## src/rtl/rv32i_types.sv

```systemverilog
// Shared RV32I load/store encodings and MEM-stage state type.
package rv32i_types;

    typedef enum logic [2:0] {
        LF_B  = 3'b000,
        LF_H  = 3'b001,
        LF_W  = 3'b010,
        LF_BU = 3'b100,
        LF_HU = 3'b101
    } load_funct3_t;

    typedef enum logic [2:0] {
        SF_B = 3'b000,
        SF_H = 3'b001,
        SF_W = 3'b010
    } store_funct3_t;

    typedef enum logic [1:0] {
        IDLE = 2'd0,
        BUSY = 2'd1,
        HOLD = 2'd2
    } mem_state_t;

    function automatic logic f3_legal(input logic is_load, input logic [2:0] f3);
        if (is_load)
            return f3 inside {LF_B, LF_H, LF_W, LF_BU, LF_HU};
        return f3 inside {SF_B, SF_H, SF_W};
    endfunction

    // Illegal encodings fall back to the word alignment rule.
    function automatic logic misaligned(input logic legal, input logic [1:0] size,
                                        input logic [1:0] off);
        if (!legal || size == 2'b10)
            return off != 2'b00;
        if (size == 2'b01)
            return off[0];
        return 1'b0;
    endfunction

endpackage

```

## src/rtl/mem_align.sv

```systemverilog
// Byte-lane formatting for RV32I: store shift/byte enables and load extract/extend.
module mem_align
    import rv32i_types::*;
#(
    parameter int DATA_W = 32
) (
    input  logic [2:0]          st_funct3,
    input  logic [1:0]          st_off,
    input  logic [DATA_W-1:0]   st_data,
    output logic [DATA_W-1:0]   st_wdata,
    output logic [DATA_W/8-1:0] st_mbe,
    input  logic [2:0]          ld_funct3,
    input  logic [1:0]          ld_off,
    input  logic [DATA_W-1:0]   ld_rdata,
    output logic [DATA_W-1:0]   ld_data
);

    localparam int MBE_W = DATA_W / 8;

    logic [7:0]  byte_sel;
    logic [15:0] half_sel;

    always_comb begin
        st_wdata = '0;
        st_mbe   = '0;
        case (st_funct3)
            SF_B: begin
                st_mbe   = MBE_W'(1) << st_off;
                st_wdata = DATA_W'(st_data[7:0]) << {st_off, 3'b000};
            end
            SF_H: begin
                st_mbe   = MBE_W'(3) << st_off;
                st_wdata = DATA_W'(st_data[15:0]) << {st_off, 3'b000};
            end
            SF_W: begin
                st_mbe   = '1;
                st_wdata = st_data;
            end
            default: ;
        endcase
    end

    assign byte_sel = 8'(ld_rdata >> {ld_off, 3'b000});
    assign half_sel = ld_off[1] ? ld_rdata[DATA_W-1:16] : ld_rdata[15:0];

    always_comb begin
        ld_data = '0;
        case (ld_funct3)
            LF_B:    ld_data = {{(DATA_W-8){byte_sel[7]}}, byte_sel};
            LF_BU:   ld_data = {{(DATA_W-8){1'b0}}, byte_sel};
            LF_H:    ld_data = {{(DATA_W-16){half_sel[15]}}, half_sel};
            LF_HU:   ld_data = {{(DATA_W-16){1'b0}}, half_sel};
            LF_W:    ld_data = ld_rdata;
            default: ld_data = '0;
        endcase
    end

endmodule

```

## src/rtl/mem_stage.sv

```systemverilog
// MEM pipeline stage: one data-memory transaction per load/store, stalls until the
// response, and holds the returned word until MEM/WB advances.
//
//   state | meaning
//   IDLE  | no transaction outstanding; a new op issues its request this cycle
//   BUSY  | request issued, waiting for dmem_resp; request held stable
//   HOLD  | response captured, waiting for advance_i; no request
module mem_stage
    import rv32i_types::*;
#(
    parameter int ADDR_W = 32,
    parameter int DATA_W = 32
) (
    input  logic                clk,
    input  logic                rst_n,
    input  logic                valid_i,
    input  logic                load_i,
    input  logic                store_i,
    input  logic [2:0]          funct3_i,
    input  logic [ADDR_W-1:0]   addr_i,
    input  logic [DATA_W-1:0]   wdata_i,
    input  logic                advance_i,
    output logic                dmem_read,
    output logic                dmem_write,
    output logic [ADDR_W-1:0]   dmem_addr,
    output logic [DATA_W-1:0]   dmem_wdata,
    output logic [DATA_W/8-1:0] dmem_mbe,
    input  logic [DATA_W-1:0]   dmem_rdata,
    input  logic                dmem_resp,
    output logic                stall_o,
    output logic [DATA_W-1:0]   load_data_o,
    output logic                misalign_o
);

    mem_state_t          state;
    logic                legal;
    logic                mem_op;
    logic                req_active;
    logic                store_req;
    logic [DATA_W-1:0]   rdata_q;
    logic [1:0]          off_q;
    logic [2:0]          f3_q;
    logic [DATA_W-1:0]   st_wdata;
    logic [DATA_W/8-1:0] st_mbe;

    assign legal      = f3_legal(load_i, funct3_i);
    assign misalign_o = valid_i & (load_i | store_i)
                        & misaligned(legal, funct3_i[1:0], addr_i[1:0]);
    assign mem_op     = valid_i & (load_i | store_i) & legal & ~misalign_o;

    assign req_active = ((state == IDLE) & mem_op) | (state == BUSY);
    assign store_req  = req_active & store_i;

    assign dmem_read  = req_active & load_i;
    assign dmem_write = store_req;
    assign dmem_addr  = req_active ? {addr_i[ADDR_W-1:2], 2'b00} : '0;
    assign dmem_wdata = store_req ? st_wdata : '0;
    assign dmem_mbe   = store_req ? st_mbe : '0;

    // A response in the issue cycle releases the pipeline without a bubble.
    assign stall_o = mem_op & (state != HOLD) & ~dmem_resp;

    always_ff @(posedge clk or negedge rst_n) begin
        if (!rst_n) begin
            state   <= IDLE;
            rdata_q <= '0;
            off_q   <= '0;
            f3_q    <= '0;
        end else begin
            if (req_active && dmem_resp && load_i) begin
                rdata_q <= dmem_rdata;
                off_q   <= addr_i[1:0];
                f3_q    <= funct3_i;
            end
            case (state)
                IDLE: begin
                    if (mem_op) begin
                        if (dmem_resp)
                            state <= advance_i ? IDLE : HOLD;
                        else
                            state <= BUSY;
                    end
                end
                BUSY: begin
                    if (dmem_resp)
                        state <= advance_i ? IDLE : HOLD;
                end
                HOLD: begin
                    if (advance_i)
                        state <= IDLE;
                end
                default: state <= IDLE;
            endcase
        end
    end

    mem_align #(
        .DATA_W(DATA_W)
    ) u_align (
        .st_funct3(funct3_i),
        .st_off   (addr_i[1:0]),
        .st_data  (wdata_i),
        .st_wdata (st_wdata),
        .st_mbe   (st_mbe),
        .ld_funct3(f3_q),
        .ld_off   (off_q),
        .ld_rdata (rdata_q),
        .ld_data  (load_data_o)
    );

endmodule
```

## config.mk

```make
export PLATFORM = sky130hd
export DESIGN_NAME = mem_stage
export DESIGN_NICKNAME = d
export VERILOG_FILES = /design/src/rtl/rv32i_types.sv /design/src/rtl/mem_align.sv /design/src/rtl/mem_stage.sv
export SDC_FILE = /design/constraint.sdc
export NUM_CORES = 1
export LEC_CHECK = 0
export BUFFER_PORTS_ARGS = -buffer_cell sky130_fd_sc_hd__buf_2
export CAP_MARGIN = 20
export CORE_MARGIN = 2
export CORE_UTILIZATION = 43
export DETAILED_ROUTE_END_ITERATION = 8
export GPL_TIMING_DRIVEN = 0
export PLACE_DENSITY = 0.82
export SKIP_LAST_GASP = 1
export SYNTH_ARGS = -nofsm -noshare
export SYNTH_HDL_FRONTEND = slang
export SYNTH_SLANG_ARGS = --single-unit
```

## constraint.sdc

```tcl
create_clock -name clk -period 2.4 [get_ports clk]
set_clock_uncertainty 0.05 [all_clocks]
set_input_delay 0 -clock clk [delete_from_list [all_inputs] [get_ports clk]]
set_output_delay 0 -clock clk [all_outputs]
set_load 0.05 [all_outputs]
```

==> flow_summary.json <==
{
  "status": "completed",
  "synth_seq_cells": 39,
  "routedWlPerCell_um": 16.9,
  "start_kind": "flip-flop",
  "grt_pass1_vias": 3478,
  "hold_ws_ps": 39.5,
  "cts_buffers": 5,
  "ios": 210,
  "die_area_um2": 7990,
  "clock-sinks": 39,
  "die_h_um": 89.4,
  "p_leak_uw": 0.00250,
  "crit_family": "buffers and inverters",
  "synth-adder-area-share": 0,
  "start_util": 0.437,
  "dp_slack_ps": 242,
  "grt_pass1_wl_um": 16400,
  "tritoncts": "built",
  "grt_usage": 0.264,
  "globalRouteOverflowTotal": 0,
  "portBuffers": 206,
  "viasPerCell": 5.63,
  "drv_slew": 0,
  "nNetsFinal": 679,
  "diodes": 0,
  "yosysSeqAreaShare": 0.311,
  "multiInputGateArea_um2": 2010,
  "setup_viol_count_final": 0,
  "combPwrFrac": 0.634,
  "fillers": 577,
  "max_freq_mhz": 429,
  "synth_cells": 324,
  "rows": 31,
  "setup_ws_ps": 71.0,
  "power.share.clock": 0.126,
  "synth_xor_area_frac": 0,
  "end_kind": "output pin",
  "routed_wl_um": 11400,
  "synthToLayoutAreaGrowth_pct": 53.5,
  "grt_max_degree": 40,
  "required_ps": 2350,
  "layout_commonest_cell": "buf_2",
  "path_buf_inv": 4,
  "ys.flop_type": "dfrtp_1",
  "insertion_delay_ps": 290,
  "htree_levels": 2,
  "seq_area_um2": 976,
  "p_sw_frac": 0.541,
  "syn_avg_cell_area_um2": 9.68,
  "cp.arrival_ps": 2280,
  "pwr-share-seq": 0.239,
  "drt_iter0_markers": 216,
  "critPathSlowestCell": "a2111oi_4",
  "muxShareOfSynthArea": 0.169,
  "ir_drop_mv": 0.569,
  "powerDensity_nw_per_um2": 953,
  "synth_cell_type_count": 51,
  "yosys.area_share.simple": 0.200,
  "finalCriticalPeriod_ps": 2330,
  "dpl.hpwl_um": 7930,
  "cap_violations": 0,
  "synth_warnings": 0,
  "max_slew_margin": 0.304,
  "path_cells": "buf_2 > nand2b_1 > a2111oi_4 > a21oi_4 > inv_2 > buf_2 > and3_1 > buf_2",
  "synthesis.area_um2": 3140,
  "root_buffer": "clkbuf_8",
  "synth_top_family_by_area": "compound AO/OA/AOI/OAI gates",
  "drive_gt1_frac": 0.441,
  "crit_fanout": 10,
  "cp_common_cell": "buf_2",
  "crit_type": "flip-flop to output pin",
  "clk_path_buf_depth": 2,
  "gp_congestion": 0.851,
  "dr.pass1.iters": 5,
  "worst_pin_slew_ps": 1040,
  "hp-class": "primary input to flip-flop",
  "total_power_uw": 4590,
  "path_clk_slew_ps": 80,
  "intPower_uw": 2110,
  "fin_crit_sh": 0.970,
  "synth_compound_area_frac": 0.259,
  "async_flop_share": 1.00,
  "power_switching_uw": 2480,
  "layout_common_cells": "buf_2, dfrtp_1, dlygate4sd3_1",
  "rsz0062_at_grt": "true",
  "antenna_left": 0,
  "finalHoldViolations": 0,
  "core_um2": 7180,
  "drc_errors": 0,
  "max_stage_delay_ps": 400,
  "dieWidth_um": 89.4,
  "synth-edff-count": 0,
  "post_cts_buffers": 0,
  "antenna_found_initial": 0,
  "vias": 3792
}
[sequential cells by signal, indices dropped and copies added (netlist names)]
name and count:
off_q 2, f3_q 3, state 2, rdata_q 32
[final cells by class]
cell class,instances,share of cell area
Buffer,30,0.0343
Clock inverter,2,0.00727
Tap cell,99,0.0257
Timing Repair Buffer,241,0.291
Inverter,6,0.00468
Multi-Input combinational cell,250,0.417
Sequential cell,39,0.203
Clock buffer,6,0.0171
[stage by stage]
stage,TNS (ps),util,std cells,area (um^2)
2_1_floorplan,0,-,325,3140
3_3_place_gp,0,0.599,630,4300
3_5_place_dp,0,0.599,630,4300
4_1_cts,0,0.665,673,4770
5_1_grt,-142,0.671,673,4820
6_report,0,0.671,673,4820
[path summary, 6_finish.rpt]
check                      slack (ps)       endpoint  startpoint  depth (start not counted)
max in group asynchronous        1440     rdata_q[5]       rst_n                          2
max reg2reg                       520     rdata_q[3]    state[1]                          5
min                                40       off_q[1]   addr_i[1]                          2
min reg2reg                       460     rdata_q[2]  rdata_q[2]                          1
max                                70  dmem_wdata[7]    state[1]                          8
min in group asynchronous         300    rdata_q[10]       rst_n                          2
[timing repair]
action | CTS | global route
endpoints found under the setup margin | 6 | 47
pin swaps | 0 | 2
hold endpoints to repair | 73 | 0
resized for setup | 1 | 12
hold buffers | 35 | 0
[cells in the mapped netlist, types with 2 or more instances]
library cell,instances,area share
a22oi_1,30,0.072
o21a_1,2,0.0048
dfrtp_1,39,0.31
nor2b_1,4,0.0080
o22ai_1,6,0.012
buf_1,3,0.0036
mux2_2,8,0.029
nor4b_2,2,0.0096
a22o_1,16,0.045
nor3_1,5,0.0080
a221o_1,7,0.022
and3_1,8,0.016
mux2_1,30,0.11
buf_2,10,0.016
mux2i_1,8,0.026
a21o_1,17,0.041
nor2_1,33,0.039
and3b_1,2,0.0056
buf_4,2,0.0048
o21ai_0,4,0.0064
clkbuf_1,10,0.012
inv_1,5,0.0060
nand2_1,5,0.0060
buf_6,4,0.014
nand2b_1,6,0.012
nor3b_1,31,0.074
a21oi_1,3,0.0048
[kinds of logic (layout without fill, tap and decap cells)]
| group | after synthesis | after routing |
|---|---|---|
| AO/OA/AOI/OAI | 98 | 98 |
| buffers and inverters | 36 | 285 |
| flip-flops | 39 | 39 |
| multiplexers | 47 | 47 |
| other | 1 | 2 |
| AND/OR/NAND/NOR | 103 | 103 |
[worst register-to-register path, stage by stage, from the launching register on]
cell and delay (ps):
dfrtp_1 360, buf_2 180, nor4_4 350, o2bb2ai_4 270, buf_6 230, mux2_1 350
[power groups by stage]
stage	logic [uW]	clock network [uW]	registers, uW
6_report	2910	580	1100
3_5_place_dp	2790	0	1090
4_1_cts	2850	579	1080
3_3_place_gp	2760	0	1070
5_1_grt	3050	620	1120
2_1_floorplan	2230	0	1030
[routing by layer]
metal  up-vias  GRT usage  wire length [um]
met2       200      0.451              5970
met1      1834      0.342              4450
met3        29     0.0416               741
li1       1729          -                 -
met4         0     0.0841               221
met5         -          0                 0
Power figures use the tool's default switching activity.
